## config.mk

```make
export PLATFORM = sky130hd
export DESIGN_NAME = mips_muldiv_unit
export DESIGN_NICKNAME = d
export VERILOG_FILES = /design/src/rtl/mips_pkg.sv /design/src/rtl/mips_negate2.sv /design/src/rtl/mips_muldiv_unit.sv
export SDC_FILE = /design/constraint.sdc
export NUM_CORES = 1
export LEC_CHECK = 0
export ABC_AREA = 1
export CAP_MARGIN = 20
export CORE_ASPECT_RATIO = 0.7
export CORE_UTILIZATION = 40
export CTS_BUF_LIST = sky130_fd_sc_hd__clkbuf_2
export DETAILED_ROUTE_END_ITERATION = 16
export HOLD_SLACK_MARGIN = 0.15
export SETUP_SLACK_MARGIN = 0.02
export SLEW_MARGIN = 20
export SYNTH_ARGS = -nofsm -noshare
export SYNTH_HDL_FRONTEND = slang
export SYNTH_SLANG_ARGS = --single-unit
export TNS_END_PERCENT = 100
```

## constraint.sdc

```tcl
create_clock -name clk -period 3.2 [get_ports clk]
set_input_delay 0.64 -clock clk [delete_from_list [all_inputs] [get_ports clk]]
set_output_delay 0.64 -clock clk [all_outputs]
set_load 0.1 [all_outputs]
```

## src/rtl/mips_pkg.sv

```systemverilog
// mips_pkg: shared opcodes and state encoding for the multiply/divide unit
package mips_pkg;
   localparam logic [2:0] MD_MULT  = 3'd0;
   localparam logic [2:0] MD_MULTU = 3'd1;
   localparam logic [2:0] MD_DIV   = 3'd2;
   localparam logic [2:0] MD_DIVU  = 3'd3;
   localparam logic [2:0] MD_MTHI  = 3'd4;
   localparam logic [2:0] MD_MTLO  = 3'd5;
   typedef enum logic [1:0] {IDLE, MUL, DIV, FIX} md_state_t;
endpackage

```

## src/rtl/mips_negate2.sv

```systemverilog
// mips_negate2: two's-complement negate when en is high, pass-through otherwise
module mips_negate2 #(
   parameter int WIDTH = 32
) (
   input  logic             en,
   input  logic [WIDTH-1:0] x,
   output logic [WIDTH-1:0] y
);
   assign y = en ? -x : x;
endmodule

```

## src/rtl/mips_muldiv_unit.sv

```systemverilog
// mips_muldiv_unit: radix-2 iterative MULT/MULTU/DIV/DIVU unit owning HI/LO
module mips_muldiv_unit
   import mips_pkg::*;
#(
   parameter int WIDTH = 32,
   parameter int CNT_W = $clog2(WIDTH) + 1
) (
   input  logic             clk,
   input  logic             reset,
   input  logic             start,
   input  logic [2:0]       op,
   input  logic [WIDTH-1:0] a,
   input  logic [WIDTH-1:0] b,
   input  logic             abort,
   output logic             busy,
   output logic             done,
   output logic             dbz,
   output logic [WIDTH-1:0] hi,
   output logic [WIDTH-1:0] lo
);
   md_state_t          state, state_n;
   logic [CNT_W-1:0]   cnt;
   logic [2*WIDTH-1:0] acc, mul_next, div_next, prod_fix;
   logic [WIDTH-1:0]   m, a_abs, b_abs, q_fix, r_fix;
   logic [WIDTH:0]     mul_sum, div_t, div_diff;
   logic               neg_p, neg_r, is_div, sgn, sa, sb, req, mul_op, div_op, last, div_zero;
   assign busy     = state != IDLE;
   assign req      = start && !abort;
   assign mul_op   = op == MD_MULT || op == MD_MULTU;
   assign div_op   = op == MD_DIV || op == MD_DIVU;
   assign sgn      = op == MD_MULT || op == MD_DIV;
   assign sa       = sgn && a[WIDTH-1];
   assign sb       = sgn && b[WIDTH-1];
   assign last     = cnt == CNT_W'(WIDTH - 1);
   assign div_zero = m == '0;
   mips_negate2 #(.WIDTH(WIDTH)) u_abs_a (.en(sa), .x(a), .y(a_abs));
   mips_negate2 #(.WIDTH(WIDTH)) u_abs_b (.en(sb), .x(b), .y(b_abs));
   mips_negate2 #(.WIDTH(2*WIDTH)) u_fix_p (.en(neg_p), .x(acc), .y(prod_fix));
   // a zero divisor leaves the all-ones quotient raw and the remainder as the signed dividend
   mips_negate2 #(.WIDTH(WIDTH)) u_fix_q (.en(neg_p && !div_zero), .x(acc[WIDTH-1:0]), .y(q_fix));
   mips_negate2 #(.WIDTH(WIDTH)) u_fix_r (.en(neg_r), .x(acc[2*WIDTH-1:WIDTH]), .y(r_fix));
   always_comb begin
      mul_sum  = {1'b0, acc[2*WIDTH-1:WIDTH]} + {1'b0, acc[0] ? m : '0};
      mul_next = {mul_sum, acc[WIDTH-1:1]};
      div_t    = acc[2*WIDTH-1:WIDTH-1];
      div_diff = div_t - {1'b0, m};
      div_next = div_diff[WIDTH] ? {div_t[WIDTH-1:0], acc[WIDTH-2:0], 1'b0}
                                 : {div_diff[WIDTH-1:0], acc[WIDTH-2:0], 1'b1};
   end
   always_comb begin
      state_n = state;
      case (state)
         IDLE:     state_n = !req ? IDLE : mul_op ? MUL : div_op ? DIV : IDLE;
         MUL, DIV: state_n = abort ? IDLE : last ? FIX : state;
         FIX:      state_n = IDLE;
      endcase
   end
   always_ff @(posedge clk) begin
      if (reset) begin
         state  <= IDLE;
         cnt    <= '0;
         acc    <= '0;
         m      <= '0;
         neg_p  <= 1'b0;
         neg_r  <= 1'b0;
         is_div <= 1'b0;
         hi     <= '0;
         lo     <= '0;
         done   <= 1'b0;
         dbz    <= 1'b0;
      end else begin
         state <= state_n;
         done  <= 1'b0;
         dbz   <= 1'b0;
         case (state)
            IDLE: if (req) begin
               if (op == MD_MTHI) hi <= a;
               if (op == MD_MTLO) lo <= a;
               if (mul_op || div_op) begin
                  acc    <= {{WIDTH{1'b0}}, a_abs};
                  m      <= b_abs;
                  cnt    <= '0;
                  neg_p  <= sa ^ sb;
                  neg_r  <= sa;
                  is_div <= div_op;
               end
            end
            MUL: begin
               acc <= mul_next;
               cnt <= cnt + CNT_W'(1);
            end
            DIV: begin
               acc <= div_next;
               cnt <= cnt + CNT_W'(1);
            end
            FIX: if (!abort) begin
               hi   <= is_div ? r_fix : prod_fix[2*WIDTH-1:WIDTH];
               lo   <= is_div ? q_fix : prod_fix[WIDTH-1:0];
               done <= 1'b1;
               dbz  <= is_div && div_zero;
            end
         endcase
      end
   end
endmodule

```

==> flow_metrics.env, run 1 <==
export IMPL_die_area_sq_um=44410
export IMPL_fp_dieW_um=251.4
export IMPL_p_leak_uw=0.01002
export IMPL_die_h_um=176.6
export IMPL_dr_pass1_iters=7
export IMPL_path_cells="inv_1 -> ha_1 -> nand2_1 -> nor2_1 -> nand2_1 -> nor2_2 -> nand2_4 -> nand3_1 -> nand3_1 -> buf_12 -> nand2_1 -> nand2_1 -> nand2_1 -> nand2_1 -> a21oi_1"
export IMPL_ys_warn_count=0
export IMPL_wl_per_cell_um=20.97
export IMPL_clock_root_buffer="clkbuf_2"
export IMPL_finalHoldViolCount=0
export IMPL_ys_flop_type="dfxtp_1"
export IMPL_tritoncts="built"
export IMPL_crit_fanout=5
export IMPL_finClkSkew_ps=70.26
export IMPL_ioPinCount=138
export IMPL_grt_pass1_wl_um=118900
export IMPL_layout_drive_gt1_share_pct=8.629
export IMPL_rsz0062_at_grt="false"
export IMPL_dpl_hpwl_um=65070
export IMPL_most_common_layout_cells="843 x nand2_1, 370 x inv_1, 327 x nor2_1"
export IMPL_status="finished clean"
export IMPL_grt_total_usage_pct=35.41
export IMPL_max_freq_mhz=339.4
export IMPL_fin_area_sq_um=19970
export IMPL_cts_sinks=173
export IMPL_async_reset_ff_share_pct=0
export IMPL_worst_slew_pin_slew_ps=951.3
export IMPL_fin_crit_sh_pct=92.07
export IMPL_start_util_pct=40.85
export IMPL_critPathSlowestCell="dfxtp_1"
export IMPL_max_cap_violations=0
export IMPL_endpoint_kind="flop"
export IMPL_clockBufferDepth=2
export IMPL_yosysUniqueCellTypes=57
export IMPL_htree_levels=4
export IMPL_setup_viol=0
export IMPL_final_max_slew_viol_count=0
export IMPL_syn_inst=3097
export IMPL_grt_max_degree=78
export IMPL_clkTransAtPathRegs_ps=340
export IMPL_drt_vias_per_instance=5.722
export IMPL_synthToLayoutAreaGrowth_pct=14.64
export IMPL_slowest_delay_ps=520
export IMPL_final_common_cell="nand2_1"
export IMPL_cts_buffers=17
export IMPL_clkLatencyLatePin_ps=930
export IMPL_vias=21930
export IMPL_syn_cell_area_sq_um=17420
export IMPL_fin_nets=3379
export IMPL_routabilityCongestion=1.058
export IMPL_ys_ff_latch=173
export IMPL_path_class="flop to flop"
export IMPL_slew_headroom_pct=35.91
export IMPL_place_ws_ps=242.2
export IMPL_grt_antenna_before_repair=2
export IMPL_drc_errors=0
export IMPL_hold_path_class="input pin to flop"
export IMPL_seq_area_frac_synth_pct=19.88
export IMPL_start_kind="flop"
export IMPL_synth_edff_count=0
export IMPL_power_density_nw_per_um2=311.4
export IMPL_drtAntennaViolNets=0
export IMPL_n_fill_cell=4671
export IMPL_cp_common_cell="nand2_1"
export IMPL_portBuffers=137
export IMPL_avgSynthCellArea_sq_um=5.625
export IMPL_post_route_min_period_ps=2946
export IMPL_vdd_drop_max_v=0.0002180
export IMPL_place_area_sq_um=19690
export IMPL_postCtsSetupBuffers=0
export IMPL_grt_pass1_vias=19140
export IMPL_routed_wirelength_um=80360
export IMPL_grt_overflow_total=0
export IMPL_coreArea_sq_um=42640
export IMPL_syn_num_nets=3244
export IMPL_worstPathRequired_ps=4030
export IMPL_tns_ps=0
export IMPL_setup_slack_ps=253.9
export IMPL_crit_arrival_ps=3780
export IMPL_rows=63
export IMPL_drt_iter0_drc=2935
==> critical path, delay by kind of cell, from the launching register on <==
kind                       cells  cell delay [ps]
and+or+nand+nor               11             1380
buffers and inverters          2              440
adders and majority gates      1              400
AOI/OAI and AO/OA              1              130
DFF                            1              520
==> cell usage after synthesis (3+ instances only) <==
cell	n	area share, %
nand2_1	843	18
inv_1	371	8.0
nor2_1	331	7.1
a21oi_1	299	8.6
nand3_1	253	7.3
o21ai_0	246	7.1
dfxtp_1	173	20
clkbuf_1	91	2.0
ha_1	74	5.3
xor2_1	49	2.5
nand4_1	43	1.5
nor3_1	38	1.1
o22ai_1	30	1.1
o211ai_1	21	0.90
xnor2_1	20	1.0
nand3b_1	17	0.73
inv_2	16	0.34
buf_1	13	0.28
nor4_1	13	0.47
nand2_2	12	0.43
or2_2	12	0.43
buf_2	11	0.32
nor2_2	11	0.40
a21oi_2	10	0.50
a221oi_1	10	0.50
a21o_1	9	0.39
a31oi_1	9	0.32
and2_1	9	0.32
o21bai_1	9	0.39
o21ai_1	8	0.23
a211oi_1	4	0.17
clkinv_1	4	0.086
buf_6	3	0.19
nand2_4	3	0.19
o21a_1	3	0.13
o31ai_1	3	0.13
==> cells by family (layout without fill, tap and decap cells) <==
family	after synthesis	after routing	share of synthesized area, %
simple gates	1598	1598	38.90
fa+ha+maj	76	76	5.544
xor+xnor	69	69	3.469
flops	173	173	19.88
compound gates	672	672	21.04
other cells	0	3	0
buf+inv	509	657	11.17
==> layer usage <==
metal | global-route usage, % | part of all wire (%) | wire [um] | up-vias
met5 | 0 | 0 | 0 | -
met4 | 5.310 | 1.2 | 973 | 0
met3 | 12.99 | 15 | 11930 | 58
met2 | 44.02 | 35 | 28290 | 1327
met1 | 56.07 | 49 | 39170 | 10110
li1 | - | - | - | 10440
==> area by class of cell <==
class	instances	area [sq um]	area share [%]
sequential	173	3465	17.35
timing repair buffer	234	2004	10.04
clock buffer	17	85.08	0.4260
inverter	391	1468	7.349
clock inverter	15	172.7	0.8646
tap	585	732.0	3.665
multi-input combinational	2415	12040	60.27
antenna	3	7.507	0.03759
==> worst paths after layout <==
path                       start              endpoint  slack (ps)  cells past startpoint
max           m[28]$_SDFFE_PP0P_  acc[62]$_SDFFE_PP0P_         250                     15
min                        abort       done$_SDFF_PP0_         340                      2
max reg2reg   m[28]$_SDFFE_PP0P_  acc[62]$_SDFFE_PP0P_         250                     15
min reg2reg  cnt[1]$_SDFFE_PP0P_   cnt[1]$_SDFFE_PP0P_         510                      2
==> through the flow <==
step                      hold slack (ps)  util [%]  std cells  total power [uW]
final                               340.3     46.83       3833              6220
after CTS                           273.5     46.81       3830              6134
after global placement              461.0     46.18       3797              4821
after global routing                280.9     46.83       3832              6508
after detailed placement            479.3     46.18       3797              4835
after floorplan                     448.0         -       3097              3976
==> what timing repair did <==
action / 4_1_cts / 5_1_grt
hold buffers: 1 / 0
endpoints found under the hold margin: 18 / 0
gates resized for setup: 0 / 2
endpoints found under the setup margin: 0 / 4
==> sequential cells by signal (all words and copies together) (netlist names) <==
name / cells
state: 2
cnt: 6
is_div: 1
neg_p: 1
hi: 32
m: 32
acc: 64
neg_r: 1
lo: 32
dbz: 1
done: 1
==> power breakdown <==
group          switching (uW)  internal [uW]
registers                 103           2260
clock network            1030            271
logic                    1830            714
total                    2970           3250
No activity file was read; power rests on OpenSTA's default activity.
==> run 2: changes to the inputs <==
- GPL_ROUTABILITY_DRIVEN: unset -> 0
==> run 2 against run 1 <==
Effect of this change: core utilization decreased by 0.53 points; non-clock buffer count fell by 23; global-route usage fell by 2.4 points; clock power down 6%; sequential share of layout area grew 0.21 points; cell count fell by 0.65%; die area is the same.
==> flow_metrics.env, run 2 (same netlist as run 1, synthesis figures left out) <==
export IMPL_status="finished clean"
export IMPL_power_density_nw_per_um2=306.1
export IMPL_pwr_share_seq_pct=39.3
export IMPL_fp_dieW_um=251.4
export IMPL_grt_antenna_before_repair=2
export IMPL_endpoint_kind="flop"
export IMPL_tns_ps=0
export IMPL_setup_viol=0
export IMPL_netSwitchingPower_uw=2799
export IMPL_worst_slew_pin_slew_ps=917.9
export IMPL_path_class="flop to flop"
export IMPL_grt_pass1_vias=18910
export IMPL_start_kind="flop"
export IMPL_whs_ps=301.7
export IMPL_dpl_cell_count=3774
export IMPL_drtAntennaViolNets=0
export IMPL_fin_crit_sh_pct=95.40
export IMPL_swShare_pct=46.32
export IMPL_rsz0062_at_grt="false"
export IMPL_final_max_slew_viol_count=0
export IMPL_path_cells="inv_1 -> ha_1 -> fa_1 -> inv_1 -> nand2_1 -> nand2_1 -> nand2_1 -> o21bai_1 -> nand2_1 -> nand2_1 -> nand2_1 -> nand2_1 -> nand2_1 -> nand2_1 -> nand2_1 -> nand2_1 -> nand2_1 -> nand2_1 -> a21oi_1"
export IMPL_clockPowerShare_pct=20.4
export IMPL_fin_nets=3356
export IMPL_pwr_share_comb_pct=40.3
export IMPL_rrSetupSlack_ps=150
export IMPL_finalHoldViolCount=0
export IMPL_grt_pass1_wl_um=112400
export IMPL_dpl_hpwl_um=60110
export IMPL_worstSetupStartpoint="acc[31]$_SDFFE_PP0P_"
export IMPL_setup_slack_ps=147.0
export IMPL_most_common_layout_cells="843 x nand2_1, 370 x inv_1, 328 x nor2_1"
export IMPL_n_fill_cell=4572
export IMPL_p_leak_uw=0.009897
export IMPL_critPathSlowestCell="o21bai_1"
export IMPL_routed_wirelength_um=74920
export IMPL_postCtsSetupBuffers=0
export IMPL_crit_fanout=3
export IMPL_crit_end="acc[62]$_SDFFE_PP0P_"
export IMPL_start_util_pct=40.85
export IMPL_power_uw=6043
export IMPL_clkTransAtPathRegs_ps=330
export IMPL_drc_errors=0
export IMPL_p_int_uw=3244
export IMPL_die_h_um=176.6
export IMPL_final_common_cell="nand2_1"
export IMPL_place_ws_ps=195.7
export IMPL_cts_buffers=17
export IMPL_clkLatencyLatePin_ps=960
export IMPL_r2r_end="acc[62]$_SDFFE_PP0P_"
export IMPL_grt_overflow_total=0
export IMPL_largest_register_ffs=64
export IMPL_grt_max_degree=78
export IMPL_die_area_sq_um=44410
export IMPL_clock_root_buffer="clkbuf_2"
export IMPL_hold_path_class="input pin to flop"
export IMPL_max_cap_violations=0
export IMPL_portBuffers=137
export IMPL_grt_total_usage_pct=32.99
export IMPL_ioPinCount=138
export IMPL_tritoncts="built"
export IMPL_clockBufferDepth=2
export IMPL_wl_per_cell_um=19.68
export IMPL_rows=63
export IMPL_crit_arrival_ps=3850
export IMPL_vias=21740
export IMPL_post_route_min_period_ps=3053
export IMPL_finClkSkew_ps=87.16
export IMPL_coreArea_sq_um=42640
export IMPL_worst_r2r_startpoint="acc[31]$_SDFFE_PP0P_"
export IMPL_dr_pass1_iters=9
export IMPL_worstRegToRegCells=19
export IMPL_instances_no_fill=3808
export IMPL_slowest_delay_ps=460
export IMPL_cts_sinks=173
export IMPL_vdd_drop_max_v=0.0002466
export IMPL_layout_drive_gt1_share_pct=7.945
export IMPL_max_freq_mhz=327.6
export IMPL_cp_common_cell="nand2_1"
export IMPL_worstPathRequired_ps=4000
export IMPL_synthToLayoutAreaGrowth_pct=13.34
export IMPL_drt_vias_per_instance=5.710
export IMPL_htree_levels=4
export IMPL_slew_headroom_pct=38.81
export IMPL_drt_iter0_drc=3033
export IMPL_top_register="acc"
run 2: area by class of cell:
| cell class | count | area (sq um) | area share, % |
|---|---|---|---|
| multi-input cells | 2415 | 12040 | 60.98 |
| well taps | 585 | 732.0 | 3.707 |
| diodes | 1 | 2.502 | 0.01267 |
| flip-flops and latches | 173 | 3467 | 17.56 |
| inverters | 391 | 1468 | 7.433 |
| clock buffers | 17 | 85.08 | 0.4309 |
| repair buffers | 211 | 1819 | 9.214 |
| clock inverters | 15 | 131.4 | 0.6654 |
run 2: what timing repair did:
action	4_1_cts	5_1_grt
setup endpoints to repair	0	4
hold buffers	1	0
hold endpoints to repair	19	0
gates resized for setup	0	4
run 2: how the worst min path moves through the flow:
| stage | startpoint | to | cells past startpoint |
|---|---|---|---|
| global placement | cnt[2]$_SDFFE_PP0P_ | cnt[2]$_SDFFE_PP0P_ | 2 |
| finish | abort | done$_SDFF_PP0_ | 2 |
| detailed placement | cnt[2]$_SDFFE_PP0P_ | cnt[2]$_SDFFE_PP0P_ | 2 |
| global route | abort | dbz$_SDFF_PP0_ | 2 |
| floorplan | cnt[2]$_SDFFE_PP0P_ | cnt[2]$_SDFFE_PP0P_ | 2 |
| CTS | abort | done$_SDFF_PP0_ | 2 |
run 2: critical path: cells and delay by family, from the launching register on:
family / cells / cell delay, ps
AOI/OAI and AO/OA: 2 / 520
adders and majority gates: 2 / 630
buffers and inverters: 2 / 210
DFF: 1 / 410
and+or+nand+nor: 13 / 1120
run 2: power groups by stage:
stage / clock network [uW] / logic, uW / registers [uW]
2_1_floorplan: 0 / 1300 / 2670
3_3_place_gp: 0 / 2330 / 2400
3_5_place_dp: 0 / 2350 / 2400
4_1_cts: 1260 / 2360 / 2370
5_1_grt: 1330 / 2620 / 2380
6_report: 1230 / 2440 / 2370
run 2: metrics by stage:
stage	instance area (sq um)	util, %
CTS	19730	46.28
global placement	19510	45.74
floorplan	17420	-
global route	19750	46.30
finish	19750	46.30
detailed placement	19510	45.74
run 2: layer usage:
metal  GRT usage [%]  up-vias  share of wire (%)
li1                -    10410                  -
met1           51.12     9890                 47
met2           42.24     1367                 36
met3           11.19       76                 15
met4           6.885        0                1.7
met5               0        -                  0
